**src/rtl/eru_err_monitor.sv**
```systemverilog
// eru_err_monitor: windowed error-distance statistics for an approximate 16-bit adder.
// Define ERU_ERR_HIST_EN to add the hist0..hist3 error-distance histogram outputs.
module eru_err_monitor #(
   parameter int ACC_W = 32
) (
   input  logic             clk,
   input  logic             rst_n,
   input  logic             start,
   input  logic [15:0]      win_len,
   input  logic             in_valid,
   output logic             in_ready,
   input  logic [15:0]      a,
   input  logic [15:0]      b,
   input  logic [16:0]      approx_sum,
   output logic             busy,
   output logic             done,
   output logic [15:0]      err_cnt,
   output logic [16:0]      max_ed,
   output logic [ACC_W-1:0] sum_ed,
`ifdef ERU_ERR_HIST_EN
   output logic [15:0]      hist0,
   output logic [15:0]      hist1,
   output logic [15:0]      hist2,
   output logic [15:0]      hist3,
`endif
   output logic             sat
);
   localparam int AW1 = ACC_W + 1;

   typedef enum logic [1:0] {IDLE, RUN, FLUSH, DONE} state_t;

   state_t           state_q, state_d;
   logic [15:0]      win_q, win_d, cnt_q, cnt_d, err_q, err_d;
   logic [16:0]      ed_q, ed_d, max_q, max_d, exact, ed_new;
   logic             edv_q, edv_d, sat_q, sat_d, accept, clr;
   logic [ACC_W-1:0] sum_q, sum_d;
   logic [AW1-1:0]   sum_ext;

   assign in_ready = (state_q == RUN);
   assign busy     = (state_q == RUN) || (state_q == FLUSH);
   assign done     = (state_q == DONE);
   assign err_cnt  = err_q;
   assign max_ed   = max_q;
   assign sum_ed   = sum_q;
   assign sat      = sat_q;

   always_comb begin
      exact   = 17'(a) + 17'(b);
      ed_new  = (exact >= approx_sum) ? exact - approx_sum : approx_sum - exact;
      accept  = in_valid && (state_q == RUN);
      clr     = start && (state_q == IDLE || state_q == DONE);
      sum_ext = {1'b0, sum_q} + {{(AW1-17){1'b0}}, ed_q};
      state_d = state_q;
      win_d   = win_q;
      cnt_d   = accept ? cnt_q + 16'd1 : cnt_q;
      ed_d    = accept ? ed_new : ed_q;
      edv_d   = accept;
      // ed_q/edv_q hold the previous accept; it is folded in one edge later
      err_d   = edv_q ? err_q + 16'(ed_q != '0) : err_q;
      max_d   = (edv_q && ed_q > max_q) ? ed_q : max_q;
      sum_d   = !edv_q ? sum_q : (sum_ext[ACC_W] ? '1 : sum_ext[ACC_W-1:0]);
      sat_d   = sat_q | (edv_q & sum_ext[ACC_W]);
      case (state_q)
         RUN:     if (accept && cnt_d == win_q) state_d = FLUSH;
         FLUSH:   state_d = DONE;
         default: ;
      endcase
      if (clr) begin
         state_d = (win_len == '0) ? DONE : RUN;
         win_d   = win_len;
         cnt_d   = '0;
         ed_d    = '0;
         edv_d   = 1'b0;
         err_d   = '0;
         max_d   = '0;
         sum_d   = '0;
         sat_d   = 1'b0;
      end
   end

   always_ff @(posedge clk or negedge rst_n) begin
      if (!rst_n) begin
         state_q <= IDLE;
         win_q   <= '0;
         cnt_q   <= '0;
         ed_q    <= '0;
         edv_q   <= 1'b0;
         err_q   <= '0;
         max_q   <= '0;
         sum_q   <= '0;
         sat_q   <= 1'b0;
      end else begin
         state_q <= state_d;
         win_q   <= win_d;
         cnt_q   <= cnt_d;
         ed_q    <= ed_d;
         edv_q   <= edv_d;
         err_q   <= err_d;
         max_q   <= max_d;
         sum_q   <= sum_d;
         sat_q   <= sat_d;
      end
   end

`ifdef ERU_ERR_HIST_EN
   logic [15:0] hist_q [4];
   logic [15:0] hist_d [4];
   logic [1:0]  bin;

   always_comb begin
      bin = (ed_q == '0) ? 2'd0 : (ed_q < 17'd256) ? 2'd1 : (ed_q < 17'd4096) ? 2'd2 : 2'd3;
      for (int i = 0; i < 4; i++)
         hist_d[i] = clr ? '0 : hist_q[i] + 16'(edv_q && bin == 2'(i) && hist_q[i] != 16'hFFFF);
   end

   always_ff @(posedge clk or negedge rst_n) begin
      if (!rst_n) begin
         for (int i = 0; i < 4; i++) hist_q[i] <= '0;
      end else begin
         for (int i = 0; i < 4; i++) hist_q[i] <= hist_d[i];
      end
   end

   assign hist0 = hist_q[0];
   assign hist1 = hist_q[1];
   assign hist2 = hist_q[2];
   assign hist3 = hist_q[3];
`endif

endmodule

```
**config.mk**
```make
export PLATFORM = sky130hd
export DESIGN_NAME = eru_err_monitor
export DESIGN_NICKNAME = d
export VERILOG_FILES = /design/src/rtl/eru_err_monitor.sv
export SDC_FILE = /design/constraint.sdc
export NUM_CORES = 1
export LEC_CHECK = 0
export ABC_AREA = 1
export CAP_MARGIN = 0
export CORE_MARGIN = 10
export CORE_UTILIZATION = 65
export DETAILED_ROUTE_END_ITERATION = 6
export DONT_BUFFER_PORTS = 1
export PLACE_DENSITY = 0.86
export SYNTH_ARGS = -nofsm -noshare
export SYNTH_HDL_FRONTEND = slang
export SYNTH_SLANG_ARGS = --single-unit
```
**constraint.sdc**
```tcl
create_clock -name clk -period 2.83 [get_ports clk]
set_input_delay 0.4245 -clock clk [delete_from_list [all_inputs] [get_ports clk]]
set_output_delay 0.4245 -clock clk [all_outputs]
set_load 0.01 [all_outputs]
```
* Word level (Yosys, flattened, before mapping)
Cells that the tools add are included.
Storage, ports and cells: register bits after elaboration 118, bits of input ports 69, word-level logic and storage cells 56
Cells by class: multiplexer cells 18, eq/ne operators 5, bitwise operators 2, order comparisons 2, add/subtract/negate cells 6, reductions and logical operators 14
Operator list (count):
- 32-bit two-way mux | 3
- 17-bit two-way mux | 5
- 16-bit two-way mux | 4
- 17-bit subtractor | 2
- 32-bit by 17-bit adder with 33-bit output | 1
- 16-bit by 16-bit adder with 17-bit output | 1
- 17-bit >= comparator | 1
- 17-bit > comparator | 1
- 17-bit nonzero test | 1
- 16-bit by 1-bit adder with 16-bit output | 1
- 16-bit by 1-bit adder with 16-bit output, second input constant | 1
- 16-bit == test | 1
- 16-bit logical NOT | 1
- 2-bit two-way mux | 3
- 2-bit nonzero test | 3
- 2-bit == test, second input constant | 2
- 1-bit logical AND | 4
- 2-bit case mux with 2 select lines | 1
- 3-bit by 1-bit != test with 1-bit output, second input constant | 1
- 3-bit nonzero test | 1
- 2-bit by 1-bit == test with 1-bit output, second input constant | 1
- 2-bit logical NOT | 1
- 1-bit logical OR | 2
- 1-bit two-way mux | 2
- 3 further kinds | 3

* Logic depth before layout (Yosys ltp)
Gate-level depths: netlist of the first run.
depth after elaboration 8, gate-level depth with buffers 25, gate-level depth less buffers 24

* Worst setup path after synthesis of the first run
No wires, ideal clock.
path kind input -> register, start input port a[0], end register ed_q[15], stages on the path 21, arrival 3297 ps, path slack -585 ps, library setup time 117 ps, cell sequence ha_1 -> fa_1 -> a21oi_1 -> o21ai_1 -> a21boi_0 -> o21ai_1 -> xor2_1 -> ha_1 -> nand2_1 -> nor2_1 -> nand2_1 -> inv_1 -> nand3_1 -> o211ai_1 -> nor3_2 -> nand2_2 -> inv_2 -> buf_6 -> nand2_1 -> nand3_1 -> nand2_1
Between the ends: cells in the longest elaborated chain, start to end 5, elaborated cells on any way between the ends 7, classes of those cells 3 x add/sub; 1 x order compare; 3 x mux
RTL lines:
- from (decl) | RTL line 12 | input logic [15:0] a,
- 16-bit by 16-bit adder with 17-bit output * | RTL line 48 | exact = 17'(a) + 17'(b);
- 17-bit subtractor / 17-bit >= comparator (equally long branches) | RTL line 49 | ed_new = (exact >= approx_sum) ? exact - approx_sum : approx_sum - exact;
- 17-bit two-way mux * | RTL line 49
- 17-bit two-way mux * | RTL line 56 | ed_d = accept ? ed_new : ed_q;
- 17-bit two-way mux * | RTL line 68 | if (clr) begin
- to (signal assigned) | RTL line 86 | ed_q <= '0;
- to (signal assigned) | RTL line 96 | ed_q <= ed_d;
- to (decl) | RTL line 34 | logic [16:0] ed_q, ed_d, max_q, max_d, exact, ed_new;
Every way passes the cells marked *; elsewhere a longest branch is shown, timed or not. The select of a mux whose other input is x is not followed. A chain may end at the register's enable or synchronous reset.

* Final worst setup path of the first run
start input port b[2], end register ed_q[1]
Between the ends: cells in the longest elaborated chain, start to end 5
RTL lines:
- from (decl) | RTL line 13 | input logic [15:0] b,
- 16-bit by 16-bit adder with 17-bit output | RTL line 48
- 17-bit >= comparator | RTL line 49
- 17-bit two-way mux | RTL line 49
- 17-bit two-way mux | RTL line 56
- 17-bit two-way mux | RTL line 68
Every way passes these cells. The select of a mux whose other input is x is not followed.

==> metrics.cfg, run 1 <==
[status]
status = finished with violations
violations = negative hold slack, negative setup slack

[timing]
rsz0062_at_grt = true
worst_hold_slack_ns = -0.301
setup_ws_ns = -0.207
slew_headroom = 0.447
max_freq_mhz = 329
tns_ns = -2.94
finClkSkew_ns = 0.00908
finalSetupViolations = 16
worst_slew_pin_slew_ns = 0.829
period_minus_slack_ns = 3.04
hold_viol = 118
fin_crit_sh = 1.07
finalMaxSlewViolations = 0

[worst_setup_path]
critPathKind = in -> reg
path_delay_family = simple AND/OR/NAND/NOR gates
path_max_fanout = 6
r2r_setup_slack_ns = 0.18
end_kind = register
r2r_cells = 12
crit_required_ns = 3.12
worst_r2r_endpoint = sum_ed[6]
crit_top_cell = nand2_1
path_buf_inv = 3
crit_path_max_incr_delay_ns = 0.30
crit_slowest_cell = ha_4
cp_cell_sequence = ha_4 -> a21oi_2 -> nand2_2 -> a21oi_2 -> o21ai_2 -> a21boi_2 -> o21ai_2 -> nand2_1 -> nand3_2 -> nand2_1 -> nand2_2 -> ha_4 -> nand2_1 -> inv_2 -> nand3_2 -> buf_4 -> nand3b_1 -> nand2_4 -> buf_6 -> nand2_1 -> nand3_1 -> o21ai_0
cp-start-kind = input pin
r2r_start = ed_q[0]
critPathArrivalTime_ns = 3.32

[clock_network]
clock_path_buffers = 2
path_clk_slew_ns = 0.05
clk_latency_ns = 0.42
numCtsBuffers = 17
cts_tree = done
htree_num_levels = 4
cts-root-buf = clkbuf_16
cts.sinks = 118

[global_route]
grt_max_degree = 119
antenna_found_initial = 0
grtUsageTotal = 0.279
grt_pass1_wl_um = 46100
overflow = 0
grt_pass1_vias = 9360

[detailed_routing]
vias_per_cell = 5.98
wl_per_cell_um = 18.0
firstDrtPassIters = 6
postRouteAntennaNets = 0
drt_iter0_drc = 1183
vias = 10000
drc_errors = 0
routed_wl_um = 30200

[power]
peakVddDrop_v = 0.000622
p_per_area_nw_per_um2 = 841
power_uw = 9770
p_leak_uw = 0.00592

[synthesis]
async_flop_share = 1.00
synth_flop_cell = dfrtp_1
synth_compound_area_frac = 0.144
synth_commonest_cells = nand2_1, inv_1, dfrtp_1, nand3_1, a21oi_1
muxShareOfSynthArea = 0
synthXorXnorAreaFrac = 0.0529
synth_edf_count = 0
synth.area.top_cells = dfrtp_1, nand2_1, ha_1, inv_1, nand3_1
yosysUniqueCellTypes = 52
synth_top_family_by_area = simple AND/OR/NAND/NOR gates
syn-num-nets = 1537
postSynthAreaPerCell_sq_um = 7.05
netlist_area_sq_um = 9690
yosys.area_share.simple = 0.287
seq_area_frac_synth = 0.305
synth_top_area_frac = 0.305
ys_warn_count = 0
ys_seq_elements = 118
synth_most_common_cell = nand2_1
synth_top_area_cell = dfrtp_1
syn_inst = 1374
synthAdderAreaFrac = 0.124

[floorplanning]
num_rows = 44
ioPinCount = 138
die_w_um = 142
die_h_um = 142
initial_utilization = 0.664
dieArea_sq_um = 20200
coreArea_sq_um = 14600

[finish]
drive_gt1_frac = 0.158
syn_to_final_growth_pct = 19.9
n_antenna_cell = 0
fillerInstances = 996
nets = 1647

[place]
dp_slack_ns = -0.629
place_hpwl_um = 21200
io_buffers = 0
globalplace.congestion = 0.976

[hold_path]
hold_class = in -> async

[flow_run]
drv_cap = 0

## timing repair
action | in CTS | in global routing
endpoints found under the setup margin | 16 | 44
gates resized for setup | 17 | 47
setup buffers | 5 | 7
gates cloned | 2 | 0
endpoints found under the hold margin | 118 | 118
pin swaps | 15 | 32
## cell families after synthesis
kind of cell	after synthesis
xor+xnor	57
buf+inv	211
flops	118
compound gates	252
fa+ha+maj	94
simple gates	642
## flip-flops by register name (all words and copies together), names as in the netlist
signal and cells:
edv_q 1, cnt_q 16, sum_ed 32, state_q 2, sat 1, ed_q 17
err_cnt 16, max_ed 17, win_q 16
## routing by layer
| metal | wire, um | track usage |
|---|---|---|
| met1 | 11600 | 0.345 |
| met2 | 15000 | 0.467 |
| met3 | 2690 | 0.0651 |
| met4 | 912 | 0.0936 |
| met5 | 0 | 0 |
## through the flow
| stage | util | cells | instance area [sq um] |
|---|---|---|---|
| 3_5_place_dp | 0.732 | 1635 | 10700 |
| 5_1_grt | 0.797 | 1680 | 11600 |
| 4_1_cts | 0.780 | 1673 | 11400 |
| 3_3_place_gp | 0.732 | 1635 | 10700 |
| 2_1_floorplan | - | 1374 | 9780 |
| 6_report | 0.797 | 1680 | 11600 |
## cell usage in the layout (no fill, tap or decap), drive strengths merged
| master | n |
|---|---|
| or3 | 1 |
| xnor3 | 1 |
| o41ai | 1 |
| a21o | 8 |
| or2 | 2 |
| a22o | 1 |
| o211ai | 17 |
| a21oi | 106 |
| a211oi | 1 |
| and3 | 3 |
| fa | 4 |
| inv | 180 |
| nand3 | 107 |
| nand3b | 5 |
| ha | 90 |
| nand4 | 21 |
| o21ai | 100 |
| clkbuf | 21 |
| nor4 | 12 |
| nor3 | 24 |
| buf | 122 |
| dfrtp | 118 |
| xnor2 | 18 |
| a31oi | 2 |
| nand2 | 370 |
| xor2 | 38 |
| nor2 | 97 |
| clkinv | 5 |
| o311ai | 1 |
| o22ai | 1 |
| o31ai | 2 |
| o21a | 1 |
| clkinvlp | 2 |
| o221ai | 1 |
| a21boi | 5 |
| bufinv | 3 |
| o21bai | 5 |
## worst register-to-register path, stage by stage, from the launching register on
cell      delay [ns]
dfrtp_2         0.42
ha_2            0.23
inv_1           0.10
fa_1            0.39
inv_1           0.11
nand2_1         0.07
o21ai_1         0.20
a21o_1          0.20
nand4_1         0.09
o211ai_1        0.15
nand4_1         0.17
buf_4           0.26
o211ai_1        0.17
## cell type report
class,count,area (sq um),share of cell area
sequential,118,2950,0.254
timing repair buffer,122,952,0.0819
inverter,179,679,0.0585
clock inverter,10,130,0.0112
multi-input combinational,1045,6220,0.535
timing repair inverter,1,6.26,0.000538
tap,184,230,0.0198
clock buffer,21,450,0.0388
## where the power goes
group / switching [uW] / internal, uW / total (uW) / leakage [uW]
Sequential: 625 / 2130 / 2750 / 0.00160
Combinational: 2960 / 1900 / 4850 / 0.00405
Clock: 777 / 1390 / 2170 / 0.000282
## how the worst max path moves through the flow
stage          startpoint  endpoint  slack (ns)  depth (start not counted)
2_1_floorplan        a[0]  ed_q[15]       -0.34                         18
3_3_place_gp         a[0]   ed_q[2]       -0.54                         17
3_5_place_dp         a[5]   ed_q[2]       -0.63                         18
4_1_cts              a[2]   ed_q[2]       0.003                         19
5_1_grt              b[2]  ed_q[16]       -0.34                         21
6_report             b[2]   ed_q[1]       -0.21                         22
Note: power is estimated with default switching activity, not from simulation.
==> inputs of run 2 (changes only) <==
- CORE_UTILIZATION: 65 -> 40
- CTS_CLUSTER_DIAMETER: unset -> 30
- PLACE_DENSITY: 0.86 -> 0.59
==> run 2 against run 1 <==
  * The run ends with negative hold slack left
  * Power shrank 0.45%
  * Routed wire length down 5.1%
  * Hold slack improved by 0.0021 ns
  * Clock skew increased by 0.0013 ns
  * Register-to-register slack lost 0.05 ns
  * Utilization fell by 29 points
  * Clock power grew 2%
  * Sequential share of layout area decreased by 0.86 points
  * Largest cell class unchanged
==> metrics.cfg, run 2 (synthesis gave the netlist of run 1 again) <==
[timing]
slew_headroom = 0.577
finalMaxSlewViolations = 0
hold_viol = 118
period_minus_slack_ns = 2.82
worst_slew_pin_slew_ns = 0.629
setup_ws_ns = 0.0149
max_freq_mhz = 355
worst_hold_slack_ns = -0.298
finalSetupViolations = 0
finClkSkew_ns = 0.0103
rsz0062_at_grt = true
fin_crit_sh = 0.995

[global_route]
grtUsageTotal = 0.183
antenna_found_initial = 0
grt_pass1_wl_um = 46400
grt_max_degree = 119
grt_pass1_vias = 9092
overflow = 0

[worst_setup_path]
endpoint = ed_q[9]
startpoint = a[2]
critPathArrivalTime_ns = 3.12
cp-start-kind = input pin
r2r_setup_slack_ns = 0.13
crit_required_ns = 3.14
r2r_start = ed_q[0]
r2r_cells = 13
worst_r2r_endpoint = sum_ed[27]
critPathKind = in -> reg
end_kind = register
path_max_fanout = 8

[floorplanning]
ioPinCount = 138
coreArea_sq_um = 23700
num_rows = 56
dieArea_sq_um = 30900
die_h_um = 176
die_w_um = 176
initial_utilization = 0.409

[finish]
fillerInstances = 2397
most-common-layout-cells = nand2_1, inv_1, buf_4
utilization = 0.508
syn_to_final_growth_pct = 24.0
largest_reg_flops = 32
drive_gt1_frac = 0.179
n_antenna_cell = 0
nets = 1666
mostFrequentLayoutCell = nand2_1

[clock_network]
clock_path_buffers = 2
clk_latency_ns = 0.42
cts_tree = done
numCtsBuffers = 17
htree_num_levels = 4
cts-root-buf = clkbuf_16
cts.sinks = 118
path_clk_slew_ns = 0.06

[detailed_routing]
vias = 9256
vias_per_cell = 5.05
drt_iter0_drc = 615
drc_errors = 0
postRouteAntennaNets = 0
routed_wl_um = 28600
firstDrtPassIters = 5
wl_per_cell_um = 15.6

[place]
dp_slack_ns = -0.581
place_hpwl_um = 22500
globalplace.congestion = 0.925
io_buffers = 0

[hold_path]
hold_class = in -> async

[status]
status = finished with violations
violations = negative hold slack

[power]
p_per_area_nw_per_um2 = 809
peakVddDrop_v = 0.000385
p_leak_uw = 0.00603

[flow_run]
drv_cap = 0

==> run 2: worst min path at each step <==
stage,from,to,slack (ns),cells past startpoint
3_3_place_gp,rst_n,sum_ed[8],0.13,0
2_1_floorplan,rst_n,cnt_q[0],0.13,0
5_1_grt,rst_n,max_ed[6],-0.32,0
6_report,rst_n,sum_ed[4],-0.30,0
4_1_cts,rst_n,max_ed[5],-0.32,0
3_5_place_dp,rst_n,sum_ed[7],0.13,0
==> run 2: report_power, final <==
part           switching, uW  total, uW  internal, uW
registers                624       2750          2120
logic                   2820       4760          1940
clock network            832       2220          1390
total                   4280       9730          5450
==> run 2: layout make-up <==
cell class | count | area (sq um) | share of cell area
Multi-Input combinational cell | 1045 | 6290 | 0.523
Tap cell | 319 | 399 | 0.0332
Inverter | 179 | 677 | 0.0563
Sequential cell | 118 | 2950 | 0.246
Clock inverter | 14 | 178 | 0.0148
Clock buffer | 17 | 425 | 0.0354
Timing Repair Buffer | 141 | 1090 | 0.0911
Timing Repair inverter | 1 | 6.26 | 0.000520
==> run 2: metrics by stage <==
stage                     cell area [sq um]  power, uW  cells  setup TNS, ns
after global placement                10900       7230   1786          -7.17
after global routing                  12000      10600   1834          -2.51
final                                 12000       9730   1834              0
after CTS                             11800       9660   1824         -0.231
after detailed placement              10900       7270   1786          -7.76
after floorplan                        9780       5700   1374          -4.65
==> run 2: metal layers <==
metal,part of all wire,vias up,GRT usage
met5,0,-,0
met3,0.062,32,0.0487
li1,-,4792,-
met1,0.44,4237,0.228
met4,0.017,0,0.0512
met2,0.48,195,0.304
==> run 2: repair_timing <==
item | in CTS | in global routing
pin swaps | 31 | 36
buffers inserted | 5 | 7
endpoints found under the setup margin | 16 | 51
hold endpoints to repair | 118 | 118
gates cloned | 2 | 3
resized for setup | 37 | 50
==> run 2: critical path, cell delays in order <==
cell	delay [ns]
ha_4	0.24
a21oi_2	0.14
nand2_2	0.09
a21oi_4	0.19
o21ai_4	0.08
a21boi_2	0.19
o21ai_2	0.11
nand2_1	0.10
nand3_2	0.07
nand2_1	0.07
nand2_2	0.07
ha_4	0.30
nand2_4	0.06
nor2_4	0.10
nand2_1	0.07
inv_2	0.06
nand3_2	0.07
o211ai_1	0.10
nor3_2	0.08
nand2_4	0.16
buf_8	0.16
nand2_1	0.06
nand3_1	0.08
nand2_1	0.05
